$ cat config.mk
export PLATFORM = sky130hd
export DESIGN_NAME = scam_port_arbiter
export DESIGN_NICKNAME = d
export VERILOG_FILES = /design/src/rtl/scam_port_arbiter_pkg.sv /design/src/rtl/scam_port_arbiter_rr_picker.sv /design/src/rtl/scam_port_arbiter.sv
export SDC_FILE = /design/constraint.sdc
export NUM_CORES = 1
export LEC_CHECK = 0
export CORE_MARGIN = 8
export CORE_UTILIZATION = 41
export DETAILED_ROUTE_END_ITERATION = 6
export PLACE_DENSITY = 0.89
export SETUP_SLACK_MARGIN = 0.2
export SYNTH_ARGS = -nofsm -noshare
export SYNTH_HDL_FRONTEND = slang
export SYNTH_SLANG_ARGS = --single-unit
$ cat constraint.sdc
create_clock -name clk -period 6.4 [get_ports clk]
set_clock_uncertainty 0.05 [all_clocks]
set_input_delay 1.28 -clock clk [delete_from_list [all_inputs] [get_ports clk]]
set_output_delay 1.28 -clock clk [all_outputs]
set_load 0.02 [all_outputs]
$ cat src/rtl/scam_port_arbiter_pkg.sv
// Shared types for the round-robin output-port arbiter: section enum and the
// pointer-width helper used for rr_ptr / grant_id.
package scam_arb_types;

   typedef enum logic {
      section_idle,
      section_send
   } Sections;

   // clog2 clamped to at least one bit so a single-requester build still has a port
   function automatic int ARB_PTR_W(input int n);
      return (n <= 1) ? 1 : $clog2(n);
   endfunction

endpackage

$ cat src/rtl/scam_port_arbiter_rr_picker.sv
// Combinational round-robin picker: first set request at or after ptr, wrapping
// at NUM_REQ-1 -> 0. Returns one-hot grant, its index and an any flag.
module scam_rr_picker
   import scam_arb_types::*;
#(
   parameter int NUM_REQ = 4
) (
   input  logic [NUM_REQ-1:0]               req,
   input  logic [ARB_PTR_W(NUM_REQ)-1:0]    ptr,
   output logic [NUM_REQ-1:0]               grant,
   output logic [ARB_PTR_W(NUM_REQ)-1:0]    idx,
   output logic                             any
);

   localparam int PW = ARB_PTR_W(NUM_REQ);

   logic          found;
   int            c;
   logic [PW-1:0] ci;

   always_comb begin
      grant = '0;
      idx   = '0;
      found = 1'b0;
      c     = 0;
      ci    = '0;
      for (int k = 0; k < NUM_REQ; k++) begin
         // ptr is always < NUM_REQ, so one subtraction is enough to wrap
         c = int'(ptr) + k;
         if (c >= NUM_REQ) c = c - NUM_REQ;
         ci = PW'(c);
         if (!found && req[ci]) begin
            found     = 1'b1;
            grant[ci] = 1'b1;
            idx       = ci;
         end
      end
      any = found;
   end

endmodule

$ cat src/rtl/scam_port_arbiter.sv
// Round-robin arbiter sharing one notify/sync output port among NUM_REQ
// producers; the accepted word is registered and replayed until consumed.
module scam_port_arbiter
   import scam_arb_types::*;
#(
   parameter int NUM_REQ = 4,
   parameter int DATA_W  = 32
) (
   input  logic                           clk,
   input  logic                           rst,
   input  logic [NUM_REQ*DATA_W-1:0]      req_data,
   input  logic [NUM_REQ-1:0]             req_notify,
   output logic [NUM_REQ-1:0]             req_sync,
   output logic signed [DATA_W-1:0]       out_data,
   output logic                           out_notify,
   input  logic                           out_sync,
   output logic [ARB_PTR_W(NUM_REQ)-1:0]  grant_id
);

   localparam int PW = ARB_PTR_W(NUM_REQ);

   Sections                  state, state_nxt;
   logic [PW-1:0]            rr_ptr, rr_ptr_nxt;
   logic signed [DATA_W-1:0] data_nxt;
   logic                     notify_nxt;
   logic [PW-1:0]            gid_nxt;

   logic [NUM_REQ-1:0]       pick_oh;
   logic [PW-1:0]            pick_idx;
   logic                     pick_any;
   logic                     load, accept;

   scam_rr_picker #(.NUM_REQ(NUM_REQ)) u_picker (
      .req   (req_notify),
      .ptr   (rr_ptr),
      .grant (pick_oh),
      .idx   (pick_idx),
      .any   (pick_any)
   );

   // A slot opens when the port is empty or its word leaves on this edge
   assign load   = (state == section_idle) || out_sync;
   assign accept = load && pick_any;
   assign req_sync = (accept && !rst) ? pick_oh : '0;

   always_comb begin
      state_nxt  = state;
      rr_ptr_nxt = rr_ptr;
      data_nxt   = out_data;
      notify_nxt = out_notify;
      gid_nxt    = grant_id;
      if (accept) begin
         state_nxt  = section_send;
         data_nxt   = req_data[int'(pick_idx)*DATA_W +: DATA_W];
         notify_nxt = 1'b1;
         gid_nxt    = pick_idx;
         rr_ptr_nxt = (int'(pick_idx) == NUM_REQ-1) ? '0 : pick_idx + PW'(1);
      end else if (load) begin
         state_nxt  = section_idle;
         notify_nxt = 1'b0;
      end
   end

   always_ff @(posedge clk or posedge rst) begin
      if (rst) begin
         state      <= section_idle;
         rr_ptr     <= '0;
         out_data   <= '0;
         out_notify <= 1'b0;
         grant_id   <= '0;
      end else begin
         state      <= state_nxt;
         rr_ptr     <= rr_ptr_nxt;
         out_data   <= data_nxt;
         out_notify <= notify_nxt;
         grant_id   <= gid_nxt;
      end
   end

endmodule

==> impl_metrics.env <==
export IMPL_root_buffer="clkbuf_8"
export IMPL_syn_avg_cell_area_um2=11.1
export IMPL_tightest_slew_ns=1.17
export IMPL_finalSetupViolCount=0
export IMPL_placed_cells=510
export IMPL_n_fill_cell=561
export IMPL_finish_utilization_pct=69.2
export IMPL_antenna_found_initial=0
export IMPL_post_synth_instance_area_um2=2880
export IMPL_fmaxAchievable_mhz=199
export IMPL_core_um2=6790
export IMPL_finalWirelength_um=9760
export IMPL_port_buffers=173
export IMPL_grt_pass1_wl_um=15200
export IMPL_hp_class="reg -> reg"
export IMPL_powerDensity_nw_per_um2=476
export IMPL_cts_sinks=37
export IMPL_die_y_um=99.8
export IMPL_yosys_most_used_dff="dfrtp_1"
export IMPL_syn_num_nets=403
export IMPL_status="finished, final reports clean"
export IMPL_pre_cts_slack_ns=1.42
export IMPL_rsz0062_at_grt="no"
export IMPL_cts_setup_buffers=0
export IMPL_cts_buffers_inserted=5
export IMPL_stdcell_area_um2=4700
export IMPL_cp_end_kind="output pin"
export IMPL_synth_seq_cells=37
export IMPL_die_area_um2=9960
export IMPL_area_growth_pct=63.4
export IMPL_postCtsHoldBufs=0
export IMPL_peakVddDrop_mv=0.230
export IMPL_hold_violations=0
export IMPL_drcViolationCount=0
export IMPL_synth_edf_count=0
export IMPL_cp_data_arrival_time_ns=3.69
export IMPL_netlist_instances=260
export IMPL_cp_data_required_time_ns=5.07
export IMPL_cts_resized=0
export IMPL_drv_slew=0
export IMPL_final_nets=564
export IMPL_fin_tns_setup_ns=0
export IMPL_grt_overflow=0
export IMPL_htreeDepth=2
export IMPL_synth_most_common_cell="mux2i_1"
export IMPL_avgViaCountPerCell=5.31
export IMPL_diodes=0
export IMPL_p_leak_nw=1.84
export IMPL_drt_iter0_drc=45
export IMPL_slew_headroom_pct=22.0
export IMPL_start_util_pct=42.4
export IMPL_setup_slack_ns=1.38
export IMPL_grt_pass1_vias=3017
export IMPL_place_congestion=0.793
export IMPL_yosys_area_top_type="dfrtp_1"
export IMPL_clk_pin_slew_ns=0.07
export IMPL_pin_count=174
export IMPL_die_w_um=99.8
export IMPL_postRouteAntennaNets=0
export IMPL_whs_ns=0.469
export IMPL_cts_tree="built"
export IMPL_grt_max_degree=41
export IMPL_critical_path_class="in -> out"
export IMPL_grt_total_usage_pct=19.1
export IMPL_first_pass_iters=4
export IMPL_rows=30
export IMPL_min_period_ns=5.02
export IMPL_period_share_pct=78.5
export IMPL_critPathMaxFanout=12
export IMPL_clock_latency_ns=0.28
export IMPL_synthArstFlopShare_pct=100
export IMPL_placed_area_um2=4620
export IMPL_max_cap_violations=0
export IMPL_synth_cell_type_count=30
export IMPL_clockBufferDepth=2
export IMPL_wl_per_cell_um=18.9
export IMPL_finalNonFillerCells=517
export IMPL_startpoint_type="primary input"
export IMPL_synthTopCellsByCount="mux2i_1 (64), nor2_1 (50), dfrtp_1 (37), a221oi_2 (30), buf_6 (9)"
export IMPL_dpl_hpwl_um=7730
export IMPL_vias=2746
export IMPL_drive_above_1_share_pct=12.6
export IMPL_power_mw=2.24
export IMPL_ys_warn_count=0
export IMPL_synthTopCellsByArea="dfrtp_1 (32%), mux2i_1 (22%), a221oi_2 (16%), nor2_1 (6.5%), buf_6 (3.5%)"
export IMPL_seq_area_frac_synth_pct=32.2
export IMPL_synth_top_area_share_pct=32.2
==> logic make-up after synthesis <==
group	share of synthesized area, %
DFF	32.2
AOI/OAI and AO/OA	21.8
muxes	26.7
adders and majority gates	3.48
buffers and inverters	6.78
and+or+nand+nor	9.08
==> final timing paths <==
kind | slack [ns] | cells after the start | startpoint | to
worst max register to register | 2.45 | 8 | rr_ptr[0]$_DFFE_PP0P_ | out_data[7]$_DFFE_PP0P_
worst max-delay path | 1.38 | 8 | req_notify[2] | req_sync[2]
min in group asynchronous | 1.51 | 3 | rst | out_data[2]$_DFFE_PP0P_
worst min-delay path | 0.47 | 1 | grant_id[1]$_DFFE_PP0P_ | grant_id[1]$_DFFE_PP0P_
worst min register to register | 0.47 | 1 | grant_id[1]$_DFFE_PP0P_ | grant_id[1]$_DFFE_PP0P_
max in group asynchronous | 4.47 | 3 | rst | out_data[21]$_DFFE_PP0P_
==> sequential cells by signal, indices dropped and copies added (netlist names) <==
| register | count |
|---|---|
| rr_ptr | 2 |
| state | 1 |
| grant_id | 2 |
| out_data | 32 |
==> cell type report <==
type,instances,area (um2),share of cell area (%)
Multi-Input combinational cell,195,1790,38.1
Timing Repair Buffer,177,1760,37.5
Sequential cell,37,926,19.7
Tap cell,96,120,2.55
Clock buffer,7,86.3,1.84
Inverter,5,18.8,0.399
==> worst max-delay path, stage by stage <==
cell and delay (ns):
clkdlybuf4s50_1 0.58, mux4_2 0.64, nor2b_4 0.20, a22oi_1 0.08, nor2_1 0.12, a221oi_1 0.06
nor2_1 0.10, clkdlybuf4s50_1 0.61
==> per-layer routing <==
| metal | wire [um] | vias up | track usage, % | part of all wire, % |
|---|---|---|---|---|
| li1 | - | 1316 | - | - |
| met1 | 3830 | 1300 | 20.8 | 39 |
| met2 | 4940 | 124 | 33.6 | 51 |
| met3 | 887 | 6 | 7.68 | 9.1 |
| met4 | 108 | 0 | 4.54 | 1.1 |
| met5 | 0 | - | 0 | 0 |
==> placed cells by master, fill, tap and decap left out, types with 2 or more instances in the layout <==
cell type        synthesis  layout
nor4_1                   2       2
mux2i_1                 64      64
o21ai_0                  5       5
inv_1                    5       4
a22oi_1                  4       4
buf_4                    4       4
a2111oi_0                2       2
dfrtp_1                 37      37
a221oi_1                 8       8
nor2_1                  50      50
clkdlybuf4s50_1          0     173
a221oi_2                30      30
clkbuf_8                 0       6
nand2_1                  2       2
ha_1                     8       8
mux4_2                   3       3
nor2b_4                  1       2
mux2_2                   4       4
==> power breakdown <==
group	switching (mW)	internal [mW]	leakage [nW]
combinational	0.850	0.795	1.39
sequential	0.0835	0.351	0.410
clock	0.0761	0.0854	0.0443
total	1.01	1.23	1.84
Note: power is estimated with default switching activity, not from simulation.
